<file path="src/rtl/d_input_debounce.sv">
// d_input_debounce: 2-flop synchroniser plus settle-count debouncer that drives the d_latch data input.
// Optional rise/fall pulses are built only when DEBOUNCE_EDGE_OUT_EN is defined.
module d_input_debounce #(
    parameter int   CNT_W         = 16,
    parameter int   STABLE_CYCLES = 1000,
    parameter logic RST_VAL       = 1'b0
) (
    input  logic clk,
    input  logic rst,
    input  logic din_raw,
    output logic d,
    output logic busy,
    output logic rise,
    output logic fall
);
    if (STABLE_CYCLES < 2 || longint'(STABLE_CYCLES) > (longint'(1) << CNT_W) - 1) begin : g_bad_param
        $error("d_input_debounce: STABLE_CYCLES out of range 2..2**CNT_W-1");
    end

    localparam logic [0:0]       STABLE = 1'b0;
    localparam logic [0:0]       SETTLE = 1'b1;
    localparam logic [CNT_W-1:0] LAST   = CNT_W'(STABLE_CYCLES - 1);

    logic             sync0_q, sync1_q;
    logic             d_q, d_d;
    logic [0:0]       state_q, state_d;
    logic [CNT_W-1:0] cnt_q, cnt_d;

    always_comb begin
        state_d = state_q;
        cnt_d   = '0;
        d_d     = d_q;
        if (state_q == STABLE) begin
            if (sync1_q != d_q) begin
                state_d = SETTLE;
                cnt_d   = CNT_W'(1);
            end
        end else if (sync1_q == d_q) begin
            state_d = STABLE;
        end else if (cnt_q == LAST) begin
            d_d     = sync1_q;
            state_d = STABLE;
        end else begin
            cnt_d = cnt_q + 1'b1;
        end
    end

    always_ff @(posedge clk) begin
        if (rst) begin
            sync0_q <= RST_VAL;
            sync1_q <= RST_VAL;
            d_q     <= RST_VAL;
            state_q <= STABLE;
            cnt_q   <= '0;
        end else begin
            sync0_q <= din_raw;
            sync1_q <= sync0_q;
            d_q     <= d_d;
            state_q <= state_d;
            cnt_q   <= cnt_d;
        end
    end

    assign d    = d_q;
    assign busy = (state_q == SETTLE);

`ifdef DEBOUNCE_EDGE_OUT_EN
    logic rise_q, fall_q;
    always_ff @(posedge clk) begin
        if (rst) begin
            rise_q <= 1'b0;
            fall_q <= 1'b0;
        end else begin
            rise_q <= d_d & ~d_q;
            fall_q <= ~d_d & d_q;
        end
    end
    assign rise = rise_q;
    assign fall = fall_q;
`else
    assign rise = 1'b0;
    assign fall = 1'b0;
`endif
endmodule

</file>
<file path="config.mk">
export PLATFORM = sky130hd
export DESIGN_NAME = d_input_debounce
export DESIGN_NICKNAME = d
export VERILOG_FILES = /design/src/rtl/d_input_debounce.sv
export SDC_FILE = /design/constraint.sdc
export NUM_CORES = 1
export LEC_CHECK = 0
export BUFFER_PORTS_ARGS = -buffer_cell sky130_fd_sc_hd__buf_4
export CORE_MARGIN = 10
export CORE_UTILIZATION = 50
export DETAILED_ROUTE_END_ITERATION = 10
export PLACE_DENSITY = 0.73
export SETUP_SLACK_MARGIN = 0.5
export SYNTH_ARGS = -nofsm -noshare
export SYNTH_HDL_FRONTEND = slang
export SYNTH_SLANG_ARGS = --single-unit
</file>
<file path="constraint.sdc">
create_clock -name clk -period 1.9 [get_ports clk]
set_input_delay 0 -clock clk [delete_from_list [all_inputs] [get_ports clk]]
set_output_delay 0 -clock clk [all_outputs]
set_load 0.005 [all_outputs]
</file>
==> impl_metrics.yaml, run 1 <==
cells_and_area:
  multi_input_area_um2: 541
  drive_above_1_share_pct: 33.6
  finalNetCount: 115
  fillers: 131
  final_util_pct: 66.3
  layout.area.seq_um2: 415
  area_growth_pct: 27.1
  antennaDiodeCount: 0
  fin_area_um2: 1120
placed_design:
  place_area_um2: 916
  dpl_worst_slack_ns: 0.409
  dp_hpwl_mm: 1.17
  portBuffers: 4
  place_congestion: 0.796
worst_setup_path:
  rr_startpoint: "cnt_q[11]$_SDFF_PP0_"
  reg2reg_slack_ns: 0.46
  crit_path_end_kind: "register"
  slowest_delay_ns: 0.36
  worstPathArrival_ns: 1.62
  startpoint_type: "register"
  r2r_cells: 5
  crit_path_cell_trace: "nor4b_2, nand4_1, nor2_2, buf_4, nor3_2"
  reg2reg_to: "busy$_SDFF_PP0_"
  worstPathMaxFanout: 4
  crit_path_top_delay_cell: "dfxtp_1"
  crit_start: "cnt_q[11]$_SDFF_PP0_"
  path_class: "reg -> reg"
  crit_end: "busy$_SDFF_PP0_"
  required_ns: 2.08
drt:
  drtAntennaViolNets: 0
  drt-vias-per-instance: 5.87
  drt_first_pass_iters: 4
  post_drt_wl_per_cell_um: 16.1
  drt-initial-drc-count: 20
  drc: 0
  wirelength_mm: 2.04
  vias: 745
logic_synthesis:
  synthAdderAreaFrac_pct: 1.42
  ys_warn_count: 0
  synthSimpleGateAreaFrac_pct: 31.3
  synth.top_cell.area_share_pct: 45.5
  synth_top_family_by_area: "simple AND/OR/NAND/NOR gates"
  synth_area_um2: 881
  synthMuxAreaShare_pct: 1.14
  ys_ff_latch: 20
  postSynth.asyncResetShare_pct: 0
  yosysMostFrequentCell: "dfxtp_1"
  ys_top_cells_by_count: "dfxtp_1, nor2_1, xor2_1"
  synth_xor_area_share_pct: 14.9
  avgSynthCellArea_um2: 9.18
  ys_seq_area_share_pct: 45.5
  yosysTopAreaCell: "dfxtp_1"
  synth_enable_flop_cells: 0
  yosys_most_used_dff: "dfxtp_1"
  synthTopCellsByArea: "dfxtp_1, xor2_1, nor2_1"
  synth-compound-area-share_pct: 0.994
  ys_types: 24
  synthCells: 96
pwr:
  power_density_nw_per_um2: 609
  power.switching_uw: 135
  p_comb_share_pct: 2.7
  p_leak_uw: 0.000369
  seqPwrFrac_pct: 61.9
  clkPwrFrac_pct: 35.4
  internal-power_uw: 547
  ir_drop_mv: 0.501
  power.share.switching_pct: 19.8
  power_uw: 682
timing:
  period_share_pct: 76.0
  rsz0062_at_grt: "yes"
  max_freq_mhz: 692
  hold_viol_final: 0
  layout_min_cycle_time_ns: 1.44
  finClkSkew_ns: 0.00238
  tns_ns: 0
  drv_slew: 0
  finalSetupViolCount: 0
  timing.final.ws_setup_ns: 0.455
clock_network:
  h-tree-depth: 1
  cts.sinks: 20
  cts_root_buf: "clkbuf_4"
  clockBufferDepth: 2
  cts_made_buffers: 3
  clk_pin_slew_ns: 0.11
  clk_latency_ns: 0.30
  cts_tree: "built"
floorplanning:
  initial_utilization_pct: 52.1
  core-area_um2: 1690
  die_area_um2: 3840
  die_h_um: 62.0
  num_rows: 15
  ios: 7
  die_x_um: 62.0
hold_path:
  hp-class: "in -> reg"
  hp-start: "din_raw"
grt:
  grt_pass1_vias: 699
  grt.total_usage_pct: 9.80
  antenna_found_initial: 0
  gr-total-overflow: 0
  grt_max_degree: 15
  grt_pass1_wl_mm: 2.88
run:
  cap_violations: 0
status:
  outcome: "complete, no violations"
==> worst min path at each step <==
stage	to	slack, ns	cells after the start
2_1_floorplan	sync0_q$_SDFF_PP0_	0.07	1
6_report	sync0_q$_SDFF_PP0_	0.44	3
3_5_place_dp	sync0_q$_SDFF_PP0_	0.22	2
5_1_grt	sync0_q$_SDFF_PP0_	0.45	3
4_1_cts	sync1_q$_SDFF_PP0_	0.44	3
3_3_place_gp	sync0_q$_SDFF_PP0_	0.21	2
==> layer usage <==
metal	routed length [um]	global-route usage [%]	up-vias
met5	0	0	-
met4	12	2.55	0
met3	136	4.88	2
met2	1090	16.8	23
met1	800	10.4	363
li1	-	-	357
==> layout by cell type, fill, tap and decap left out, types with 2 or more instances in the layout <==
cell	instances
nor2_1	14
buf_4	11
dfxtp_1	10
xor2_1	9
dfxtp_2	9
nand4_1	7
xnor2_1	6
nand3_1	5
nand2_1	4
clkbuf_4	3
nor3_1	2
and2_1	2
nor2b_1	2
nand2b_1	2
nor4_2	2
conb_1	2
dlygate4sd3_1	2
==> power by group through the flow <==
stage | Clock (uW) | Sequential, uW | Combinational, uW
2_1_floorplan | 0 | 433 | 8.46
3_3_place_gp | 0 | 434 | 11.1
3_5_place_dp | 0 | 434 | 11.6
4_1_cts | 246 | 424 | 16.1
5_1_grt | 265 | 423 | 20.7
6_report | 242 | 422 | 18.4
==> sequential cells by signal, summed over array words and instances (netlist names) <==
register / flops
busy: 1
sync1_q: 1
d: 1
sync0_q: 1
cnt_q: 16
==> through the flow <==
step / std cells / hold slack (ns)
after global placement: 114 / 0.208
after CTS: 123 / 0.437
after detailed placement: 114 / 0.217
after floorplan: 97 / 0.0716
final: 127 / 0.442
after global routing: 127 / 0.447
==> worst max-delay path, delay by kind of cell (launching register included) <==
kind                   cells  cell delay, ns
buffers and inverters      1            0.14
DFF                        1            0.36
and+or+nand+nor            4            0.82
==> area by class of cell <==
| cell class | instances | share of cell area [%] |
|---|---|---|
| sequential | 20 | 37.1 |
| tap | 17 | 1.90 |
| timing repair buffer | 13 | 9.16 |
| multi-input combinational | 72 | 48.3 |
| clock buffer | 4 | 3.24 |
| inverter | 1 | 0.335 |
==> repair_timing <==
item	4_1_cts	5_1_grt
setup buffers	3	3
endpoints found under the hold margin	4	0
endpoints found under the setup margin	15	17
gates cloned	0	1
resized for setup	7	16
pin swaps	3	2
hold buffers	2	0
==> kinds of logic after synthesis <==
| kind of cell | Yosys count |
|---|---|
| flip-flops | 20 |
| AO/OA/AOI/OAI | 1 |
| adder cells (fa/ha/maj) | 1 |
| other | 1 |
| multiplexers | 1 |
| buffers and inverters | 6 |
| AND/OR/NAND/NOR | 51 |
| XOR/XNOR | 15 |
No activity file was read; power rests on OpenSTA's default activity.
==> inputs of run 2 (changes only) <==
- clock period: 1.9 -> 1.4 ns (I/O delays scaled with it)
==> run 2 against run 1 <==
The flow now finishes with violations (negative setup slack). Sequential cell count unchanged. Count of clock-buffer cells in the layout unchanged. Die area stayed put. Fmax is 0.72% lower. Clock power increased by 39%.
==> impl_metrics.yaml, run 2 (synthesized netlist as in run 1, its figures left out) <==
drt:
  post_drt_wl_per_cell_um: 17.3
  drc: 0
  drtAntennaViolNets: 0
  drt-vias-per-instance: 5.84
  vias: 789
  wirelength_mm: 2.33
  drt_first_pass_iters: 4
  drt-initial-drc-count: 23
worst_setup_path:
  path_buf_inv: 2
  cp_top_family: "simple AND/OR/NAND/NOR gates"
  crit_path_end_kind: "register"
  worstPathMaxFanout: 7
  crit_path_cell_trace: "ha_4, nor4bb_4, nand4_1, buf_6, buf_12, nand2_8, nor2_1"
  required_ns: 1.60
  slowest_delay_ns: 0.38
  startpoint_type: "register"
  path_class: "reg -> reg"
  crit_path_top_delay_cell: "dfxtp_4"
  worstPathArrival_ns: 1.65
cells_and_area:
  antennaDiodeCount: 0
  mostFrequentLayoutCells: "buf_4, dfxtp_1, xor2_1, nand4_1, nor2_2"
  finalNetCount: 123
  mostFrequentLayoutCell: "buf_4"
  multi_input_area_um2: 617
  area_growth_pct: 46.0
  drive_above_1_share_pct: 47.5
  layout.area.seq_um2: 419
  top_register: "cnt_q"
  largest_reg_flops: 16
  fillers: 111
grt:
  grt_pass1_wl_mm: 3.42
  grt_pass1_vias: 780
  gr-usage-met2_pct: 19.2
  gr-total-overflow: 0
  use_met1_pct: 12.8
  antenna_found_initial: 0
  grt.total_usage_pct: 12.1
  grt_max_degree: 12
  met3_usage_pct: 4.67
  busiest_layer: "met2"
floorplanning:
  core-area_um2: 1690
  die_h_um: 62.0
  die_x_um: 62.0
  initial_utilization_pct: 52.1
  die_area_um2: 3840
  ios: 7
  num_rows: 15
clock_network:
  cts_tree: "built"
  cts_made_buffers: 3
  cts.sinks: 20
  cts_root_buf: "clkbuf_4"
  clockBufferDepth: 2
  clk_pin_slew_ns: 0.11
  h-tree-depth: 1
  clk_latency_ns: 0.30
timing:
  period_share_pct: 104
  rsz0062_at_grt: "yes"
  tns_ns: -0.449
  finClkSkew_ns: 0.00158
  finalSetupViolCount: 15
  timing.final.ws_setup_ns: -0.0551
  hold_viol_final: 0
  layout_min_cycle_time_ns: 1.46
  drv_slew: 0
  max_freq_mhz: 687
hold_path:
  hp-class: "in -> reg"
status:
  violations: "negative setup slack"
  outcome: "finished with violations"
placed_design:
  dpl_worst_slack_ns: -0.0207
  dp_hpwl_mm: 1.19
  portBuffers: 4
  place_congestion: 0.802
pwr:
  ir_drop_mv: 0.700
  power_density_nw_per_um2: 729
  p_leak_uw: 0.000421
run:
  cap_violations: 0
==> run 2: changes by cell type in the layout (fill, tap and decap cells not counted), sizes merged <==
| cell | delta |
|---|---|
| buf | +7 |
| dlygate4sd3 | +1 |
==> run 2: worst register-to-register path: stages, from the launching register on <==
cell,delay (ns)
dfxtp_4,0.38
ha_4,0.14
nor4bb_4,0.22
nand4_1,0.17
buf_6,0.17
buf_12,0.12
nand2_8,0.10
nor2_1,0.06
==> run 2: layout make-up <==
class                           instances  area share, %
Inverter                                1          0.292
Multi-Input combinational cell         72           48.0
Clock buffer                            4           2.82
Tap cell                               17           1.65
Timing Repair Buffer                   21           14.7
Sequential cell                        20           32.6
==> run 2: through the flow <==
stage	util [%]	cell area [um2]	hold slack [ns]	total power [uW]	cells
final	76.1	1290	0.151	937	135
after global routing	76.1	1290	0.143	976	135
after CTS	67.3	1140	0.0358	941	130
after detailed placement	56.7	958	0.212	605	118
after global placement	56.7	958	0.207	604	118
after floorplan	-	912	0.0716	600	97
==> run 2: routing by layer <==
layer	vias up	part of all wire (%)
li1	371	-
met2	27	50
met1	379	41
met3	12	5.4
met5	-	0
met4	0	3.8
==> run 2: path summary, 6_finish.rpt <==
check,from,end,slack (ns),cells past startpoint
max,cnt_q[1]$_SDFF_PP0_,cnt_q[2]$_SDFF_PP0_,-0.06,7
min,rst,cnt_q[9]$_SDFF_PP0_,0.15,5
max reg2reg,cnt_q[1]$_SDFF_PP0_,cnt_q[2]$_SDFF_PP0_,-0.06,7
min reg2reg,sync0_q$_SDFF_PP0_,sync1_q$_SDFF_PP0_,0.46,1
==> run 2: power breakdown <==
part           internal [uW]  switching (uW)  leakage, uW
registers                567            3.07     0.000167
logic                   16.8            13.6     0.000233
clock network            159             177    0.0000210
==> run 2: what timing repair did <==
item                                    in CTS  in global routing
cloned                                       1                  0
hold buffers                                 3                  0
hold endpoints to repair                     4                  0
pin swaps                                    3                  8
endpoints found under the setup margin      18                 18
gates resized for setup                     21                 24
setup buffers                                4                  5
